### config.mk
export PLATFORM = sky130hd
export DESIGN_NAME = phyq_arb
export DESIGN_NICKNAME = d
export VERILOG_FILES = /design/src/rtl/phyq_arb.sv
export SDC_FILE = /design/constraint.sdc
export NUM_CORES = 1
export LEC_CHECK = 0
export ABC_CLOCK_PERIOD_IN_PS = 3800
export CORE_ASPECT_RATIO = 1.5
export CORE_MARGIN = 1.5
export CORE_UTILIZATION = 31
export DETAILED_ROUTE_END_ITERATION = 10
export HOLD_SLACK_MARGIN = 0.12
export PLACE_DENSITY_LB_ADDON = 0.15
export REMOVE_ABC_BUFFERS = 1
export SYNTH_ARGS = -nofsm -noshare
export SYNTH_HDL_FRONTEND = slang
export SYNTH_SLANG_ARGS = --single-unit
### constraint.sdc
create_clock -name pcie_clk -period 3.8 [get_ports pcie_clk]
set_clock_uncertainty 0.15 [all_clocks]
set_input_delay 0.76 -clock pcie_clk [delete_from_list [all_inputs] [get_ports pcie_clk]]
set_output_delay 0.76 -clock pcie_clk [all_outputs]
set_load 0.03 [all_outputs]
### src/rtl/phyq_arb.sv
// ---------------------------------------------------------------------------
// phyq_arb : two-source frame arbiter feeding a single tx PHY FIFO.
//
// Two show-ahead source FIFOs carry 9-bit words (bit8 = end-of-frame).
// The arbiter grants one source per frame, alternates between sources when
// both are waiting, and streams the granted frame to the PHY FIFO. Frames are
// never interleaved; a stall (source empty or PHY full) holds the grant.
//
// Optional feature macro: PHYQ_ARB_TRUNC_EN
//   defined   : frames reaching MAX_LEN bytes without EOF are cut short; the
//               MAX_LEN-th word goes out with EOF forced, the rest of the
//               frame is popped and discarded (DRAIN), trunc_err is set.
//   undefined : no length limit, no DRAIN state, trunc_err tied low.
// ---------------------------------------------------------------------------
module phyq_arb #(
   parameter logic [10:0] MAX_LEN = 11'd1518
) (
   input  logic       pcie_clk,
   input  logic       sys_rst_n,
   input  logic [8:0] s0_dout,
   input  logic       s0_empty,
   output logic       s0_rd_en,
   input  logic [8:0] s1_dout,
   input  logic       s1_empty,
   output logic       s1_rd_en,
   output logic [8:0] phy_din,
   input  logic       phy_full,
   output logic       phy_wr_en,
   output logic [7:0] frm_cnt0,
   output logic [7:0] frm_cnt1,
   output logic       trunc_err
);

   localparam logic [1:0] ST_IDLE  = 2'd0;
   localparam logic [1:0] ST_XFER  = 2'd1;
`ifdef PHYQ_ARB_TRUNC_EN
   localparam logic [1:0] ST_DRAIN = 2'd2;
`endif

   logic [1:0]  r_state;
   logic [1:0]  w_state_next;
   logic        r_g;          // granted source
   logic        r_lp;         // last source that completed a frame
   logic [10:0] r_byte_cnt;
   logic [7:0]  r_frm_cnt0;
   logic [7:0]  r_frm_cnt1;

   logic        w_grant_valid;
   logic        w_grant_src;
   logic [8:0]  w_sel_dout;
   logic        w_sel_empty;
   logic        w_pop;
   logic        w_wr;
   logic        w_eof_pop;
   logic [10:0] w_cnt_inc;
`ifdef PHYQ_ARB_TRUNC_EN
   logic        w_trunc_hit;
   logic        r_trunc_err;
`else
   logic        w_unused_len;
`endif

   // Head word and empty flag of whichever source currently holds the grant
   assign w_sel_dout  = r_g ? s1_dout  : s0_dout;
   assign w_sel_empty = r_g ? s1_empty : s0_empty;
   assign w_cnt_inc   = r_byte_cnt + 11'd1;
   assign w_eof_pop   = w_pop && w_sel_dout[8];

`ifdef PHYQ_ARB_TRUNC_EN
   // A non-EOF pop that brings the frame to MAX_LEN bytes ends it early
   assign w_trunc_hit = (r_state == ST_XFER) && w_pop && !w_sel_dout[8]
                        && (w_cnt_inc == MAX_LEN);
`else
   // Length limit is inactive here; the counter is kept for observability
   assign w_unused_len = (w_cnt_inc == MAX_LEN);
`endif

   // Arbitration: alternate when both wait, otherwise take whoever has data
   always_comb begin
      w_grant_valid = !s0_empty || !s1_empty;
      if (!s0_empty && !s1_empty) begin
         w_grant_src = ~r_lp;
      end else if (!s0_empty) begin
         w_grant_src = 1'b0;
      end else begin
         w_grant_src = 1'b1;
      end
   end

   // State register
   always_ff @(posedge pcie_clk or negedge sys_rst_n) begin
      if (!sys_rst_n) begin
         r_state <= ST_IDLE;
      end else begin
         r_state <= w_state_next;
      end
   end

   // Next-state logic: frames end only on EOF (or on truncation if enabled)
   always_comb begin
      w_state_next = r_state;
      case (r_state)
         ST_IDLE: begin
            if (w_grant_valid) begin
               w_state_next = ST_XFER;
            end
         end
         ST_XFER: begin
            if (w_eof_pop) begin
               w_state_next = ST_IDLE;
`ifdef PHYQ_ARB_TRUNC_EN
            end else if (w_trunc_hit) begin
               w_state_next = ST_DRAIN;
`endif
            end
         end
`ifdef PHYQ_ARB_TRUNC_EN
         ST_DRAIN: begin
            if (w_eof_pop) begin
               w_state_next = ST_IDLE;
            end
         end
`endif
         default: begin
            w_state_next = ST_IDLE;
         end
      endcase
   end

   // Output logic: pop/write strobes; IDLE never pops (arbitration cycle)
   always_comb begin
      w_pop = 1'b0;
      w_wr  = 1'b0;
      case (r_state)
         ST_XFER: begin
            w_pop = !w_sel_empty && !phy_full;
            w_wr  = !w_sel_empty && !phy_full;
         end
`ifdef PHYQ_ARB_TRUNC_EN
         ST_DRAIN: begin
            // discard the truncated tail without touching the PHY FIFO
            w_pop = !w_sel_empty;
            w_wr  = 1'b0;
         end
`endif
         default: begin
            w_pop = 1'b0;
            w_wr  = 1'b0;
         end
      endcase
   end

   assign s0_rd_en  = w_pop && !r_g;
   assign s1_rd_en  = w_pop &&  r_g;
   assign phy_wr_en = w_wr;
`ifdef PHYQ_ARB_TRUNC_EN
   assign phy_din   = {w_sel_dout[8] | w_trunc_hit, w_sel_dout[7:0]};
`else
   assign phy_din   = w_sel_dout;
`endif

   // Grant register: latched in IDLE, held for the whole frame
   always_ff @(posedge pcie_clk or negedge sys_rst_n) begin
      if (!sys_rst_n) begin
         r_g <= 1'b0;
      end else if (r_state == ST_IDLE && w_grant_valid) begin
         r_g <= w_grant_src;
      end
   end

   // Last-served pointer: updated when a frame ends (EOF or truncation)
   always_ff @(posedge pcie_clk or negedge sys_rst_n) begin
      if (!sys_rst_n) begin
         r_lp <= 1'b1;
      end else if (r_state == ST_XFER && w_eof_pop) begin
         r_lp <= r_g;
`ifdef PHYQ_ARB_TRUNC_EN
      end else if (w_trunc_hit) begin
         r_lp <= r_g;
`endif
      end
   end

   // Byte counter: cleared when a frame is granted, counts every granted pop
   always_ff @(posedge pcie_clk or negedge sys_rst_n) begin
      if (!sys_rst_n) begin
         r_byte_cnt <= 11'd0;
      end else if (r_state == ST_IDLE && w_grant_valid) begin
         r_byte_cnt <= 11'd0;
      end else if (w_pop) begin
         r_byte_cnt <= w_cnt_inc;
      end
   end

   // Completed-frame counters; only genuine EOFs in XFER count (wrap at 255)
   always_ff @(posedge pcie_clk or negedge sys_rst_n) begin
      if (!sys_rst_n) begin
         r_frm_cnt0 <= 8'd0;
         r_frm_cnt1 <= 8'd0;
      end else if (r_state == ST_XFER && w_eof_pop) begin
         if (r_g) begin
            r_frm_cnt1 <= r_frm_cnt1 + 8'd1;
         end else begin
            r_frm_cnt0 <= r_frm_cnt0 + 8'd1;
         end
      end
   end

   assign frm_cnt0 = r_frm_cnt0;
   assign frm_cnt1 = r_frm_cnt1;

`ifdef PHYQ_ARB_TRUNC_EN
   // Sticky truncation flag, cleared only by reset
   always_ff @(posedge pcie_clk or negedge sys_rst_n) begin
      if (!sys_rst_n) begin
         r_trunc_err <= 1'b0;
      end else if (w_trunc_hit) begin
         r_trunc_err <= 1'b1;
      end
   end
   assign trunc_err = r_trunc_err;
`else
   assign trunc_err = 1'b0;
`endif

endmodule

==> impl_metrics.toml, run 1 <==
[clock_network]
cts_sinks = 19
clk_latency_ns = 0.25
htree_levels = 1
cts_buffers = 3
path_clk_slew_ns = 0.07
hold_buffers = 0
cts_buffer_depth = 2
root_buffer = "clkbuf_8"
cts_tree = "built"
cts.repair.resized = 0
cts_setup_buffers = 0

[synth]
yosysSeqAreaShare = 0.450
avgSynthCellArea_um2 = 11.9
synth.cell_area_um2 = 1060
synth.distinct_cells = 30
yosys_warnings = 0
ys_ff_latch = 19
syn_inst = 89

[critical_path]
arrival_ns = 2.35
cp_slowest_cell = "clkdlybuf4s50_1"
critPathTopFamily = "buffers and inverters"
slowest_delay_ns = 0.70
path_cells = "clkdlybuf4s50_1 -> or2b_1 -> nor3b_1 -> clkdlybuf4s50_1"
cp_max_fo = 3
crit_top_cell = "clkdlybuf4s50_1"
cp_num_buf_inv = 2
start_kind = "input pin"
worstSetupPathType = "input pin to output port"
cp.required_ns = 2.89
worstSetupEndpointType = "output port"

[min_path]
hold_class = "flop to flop"

[finish]
nets = 167
diodes = 0
area_delta_synth_final_pct = 55.0
layout.cells.most_common = "clkdlybuf4s50_1"
final_cell_mix = "50 x clkdlybuf4s50_1, 18 x dfrtp_1, 10 x mux2_2, 7 x xor2_1, 7 x xnor2_1"
drive_above_1_share = 0.149

[route]
wl_um = 2340
first_iter_violations = 8
wire_per_inst_um = 12.9
drc = 0
via_per_inst = 4.76
drt_pass1_iterations = 3
vias = 861
final_antenna_net_count = 0

[power_and_ir_drop]
p_leak_nw = 0.698
ir_drop_mv = 0.307
power_density_nw_per_um2 = 577

[sta]
period_needed_ns = 3.26
rsz0062_at_grt = "false"
final_hold_viol_count = 0
maxSlewViolCount = 0
maxSlewHeadroom = 0.445
layout_setup_ws_ns = 0.538
min_period_over_period = 0.859
setup_violations = 0
tightest_slew_ns = 0.830
fmax_mhz = 307
tns_ns = 0

[die]
start_util = 0.332
row_count = 25
die_h_um = 74.6
core-area_um2 = 3190
pin_count = 52
die_area_um2 = 3780
die_w_um = 50.7

[status]
outcome = "finished clean"

[global_routing]
grt_max_degree = 20
antenna_found_initial = 0
grt_pass1_wl_um = 3920
gr-usage-all-layers = 0.138
grt_pass1_vias = 843
overflow = 0

[place]
port_buffers = 50
routabilityCongestion = 0.735
place_hpwl_um = 1850
post-place-ws_ns = 0.550

[run]
maxCapViolCount = 0
## power breakdown
group / switching (mW) / total, mW / internal, mW
logic: 0.242 / 0.477 / 0.235
registers: 0.0763 / 0.330 / 0.254
clock network: 0.0650 / 0.139 / 0.0744
## worst register-to-register path, cell delays in order, from the launching register on
cell and delay (ns):
dfrtp_1 0.56, nand4bb_1 0.57, nor2_1 0.32, mux2_2 0.36
## logic make-up after synthesis
family,after synthesis,synth area share
flip-flops,19,0.450
XOR/XNOR,14,0.116
buffers and inverters,5,0.0343
multiplexers,11,0.121
other,1,0.00354
AO/OA/AOI/OAI,3,0.0248
adder cells (fa/ha/maj),2,0.0236
AND/OR/NAND/NOR,34,0.227
## cell usage after synthesis (all sizes together)
| library cell | n | area, µm² |
|---|---|---|
| conb | 1 | 3.75 |
| ha | 2 | 25.0 |
| nand3 | 3 | 15.0 |
| nand2 | 5 | 26.3 |
| or2b | 1 | 7.51 |
| and4 | 1 | 8.76 |
| dfstp | 1 | 26.3 |
| nor3 | 4 | 20.0 |
| nor4 | 2 | 42.5 |
| mux2 | 11 | 128 |
| and4bb | 1 | 12.5 |
| a22o | 1 | 8.76 |
| nor3b | 1 | 7.51 |
| xnor2 | 7 | 61.3 |
| dfrtp | 18 | 450 |
| nand2b | 1 | 6.26 |
| nand4bb | 2 | 22.5 |
| o32a | 1 | 10.0 |
| and2 | 1 | 6.26 |
| nor2b | 1 | 6.26 |
| nor2 | 4 | 15.0 |
| and3 | 1 | 6.26 |
| buf | 5 | 36.3 |
| xor2 | 7 | 61.3 |
| nand4 | 6 | 37.5 |
| o21a | 1 | 7.51 |
## metrics by stage
step	power [mW]	cell area [µm²]	hold slack, ns	std cells	util
after global routing	1.00	1640	0.336	181	0.514
final	0.947	1640	0.317	181	0.514
after global placement	0.808	1600	0.306	177	0.500
after floorplan	0.606	1020	0.314	84	-
after detailed placement	0.817	1600	0.312	177	0.500
after CTS	0.960	1640	0.326	181	0.514
## state kept, by name, summed over array words and instances, names as in the netlist
register,count
frm_cnt0,8
frm_cnt1,8
r_g,1
r_lp,1
r_state,1
## layout make-up
cell class                 instances  area, µm²
clock buffer                       4       45.0
fill                             297       1550
multi-input combinational         65        546
sequential                        19        477
tap                               40       50.0
timing repair buffer              53        523
## metal layers
layer | share of wire | GRT usage | vias to the layer above | routed length [µm]
li1 | - | - | 421 | -
met1 | 0.39 | 0.156 | 400 | 916
met2 | 0.53 | 0.244 | 38 | 1230
met3 | 0.073 | 0.0402 | 2 | 171
met4 | 0.0094 | 0.0541 | 0 | 22
met5 | 0 | 0 | - | 0
## path summary, 6_finish.rpt
check,slack [ns],startpoint,endpoint,cells past startpoint
max,0.54,phy_full,phy_wr_en,4
min,0.32,frm_cnt0[7],frm_cnt0[7],1
max reg2reg,1.72,r_g,frm_cnt0[1],3
min reg2reg,0.32,frm_cnt0[7],frm_cnt0[7],1
max in group asynchronous,2.15,sys_rst_n,frm_cnt1[4],1
min in group asynchronous,0.83,sys_rst_n,frm_cnt0[6],1
(Power assumes the default switching activity.)
==> inputs of run 2 (changes only) <==
- SLEW_MARGIN: default -> 5
==> results of run 2 <==
The final DEF is identical to that of run 1; final timing and power are the same.
==> inputs of run 3 (changes only) <==
- CORE_ASPECT_RATIO: 1.5 -> default
- RECOVER_POWER: default -> 50
==> impl_metrics.toml, run 3 (synthesis results as in run 1) <==
[critical_path]
cp.required_ns = 2.89
cp_max_fo = 3
r2r_start = "r_g"
worstSetupEndpointType = "output port"
arrival_ns = 2.57
start_kind = "input pin"
crit_start = "phy_full"
worstSetupPathType = "input pin to output port"

[place]
placed_area_um2 = 1600
post-place-ws_ns = 0.448
routabilityCongestion = 0.753
place_hpwl_um = 1770
port_buffers = 50

[route]
via_per_inst = 4.56
wire_per_inst_um = 12.0
final_antenna_net_count = 0
wl_um = 2240
drt_pass1_iterations = 2
first_iter_violations = 6
vias = 848
drc = 0

[clock_network]
cts.repair.resized = 0
htree_levels = 1
path_clk_slew_ns = 0.10
clk_latency_ns = 0.29
cts_sinks = 19
root_buffer = "clkbuf_4"
hold_buffers = 0
cts_tree = "built"
cts_setup_buffers = 0
cts_buffers = 3
cts_buffer_depth = 2

[sta]
tightest_slew_ns = 0.841
period_needed_ns = 3.48
rsz0062_at_grt = "false"
min_period_over_period = 0.915
maxSlewHeadroom = 0.438
setup_violations = 0
layout_setup_ws_ns = 0.325
tns_ns = 0
final_hold_viol_count = 0
maxSlewViolCount = 0
fmax_mhz = 288

[global_routing]
grt_max_degree = 20
grt_pass1_vias = 800
overflow = 0
top_usage_layer = "met2"
use_met1 = 0.147
met3_usage = 0.0231
use_met2 = 0.220
gr-usage-all-layers = 0.126
antenna_found_initial = 0
grt_pass1_wl_um = 3440

[run]
maxCapViolCount = 0

[die]
die_h_um = 61.4
start_util = 0.320
pin_count = 52
row_count = 21
die_w_um = 61.4
die_area_um2 = 3770
core-area_um2 = 3310

[finish]
layout.cells.most_common = "clkdlybuf4s50_1"
nets = 166
finish.instance_area_um2 = 1610
n_fill_cell = 349
area_delta_synth_final_pct = 52.1
drive_above_1_share = 0.114
final_cell_mix = "45 x clkdlybuf4s50_1, 18 x dfrtp_1, 9 x mux2_2, 7 x xor2_1, 7 x xnor2_1"
diodes = 0

[power_and_ir_drop]
ir_drop_mv = 0.218
power_mw = 0.893
p_leak_nw = 0.674
power_density_nw_per_um2 = 555

[status]
outcome = "finished clean"

[min_path]
hold_class = "flop to flop"
hp-start = "frm_cnt0[7]"
-- run 3: layout make-up --
class,count,area (µm²),area share
multi-input cells,65,542,0.336
flip-flops and latches,19,477,0.296
well taps,46,57.6,0.0357
repair buffers,52,508,0.315
clock buffers,4,26.3,0.0163
-- run 3: path summary, 6_finish.rpt --
path / endpoint / slack, ns / depth (start not counted)
max reg2reg: frm_cnt0[1] / 1.77 / 3
min in group asynchronous: frm_cnt0[6] / 0.86 / 1
min: frm_cnt0[7] / 0.32 / 1
max in group asynchronous: frm_cnt1[0] / 2.12 / 1
max: phy_wr_en / 0.32 / 4
min reg2reg: frm_cnt0[7] / 0.32 / 1
-- run 3: critical path, cell delays in order --
cell and delay [ns]:
dlygate4sd3_1 0.55, or2b_1 0.26, nor3b_1 0.27, clkdlybuf4s50_1 0.72
-- run 3: metal layers --
metal / vias to the layer above / part of all wire
li1: 419 / -
met1: 393 / 0.41
met2: 34 / 0.52
met3: 2 / 0.061
met4: 0 / 0.013
met5: - / 0
-- run 3: power breakdown --
part	internal, mW	switching [mW]	total (mW)
clock network	0.0407	0.0568	0.0975
registers	0.254	0.0730	0.327
logic	0.226	0.243	0.469
total	0.520	0.373	0.893
-- run 3: per-stage QoR --
step	std cells	hold WS, ns	util
after global placement	182	0.306	0.482
after global routing	186	0.353	0.486
after floorplan	84	0.314	-
final	186	0.319	0.486
after detailed placement	182	0.311	0.482
after CTS	186	0.328	0.490
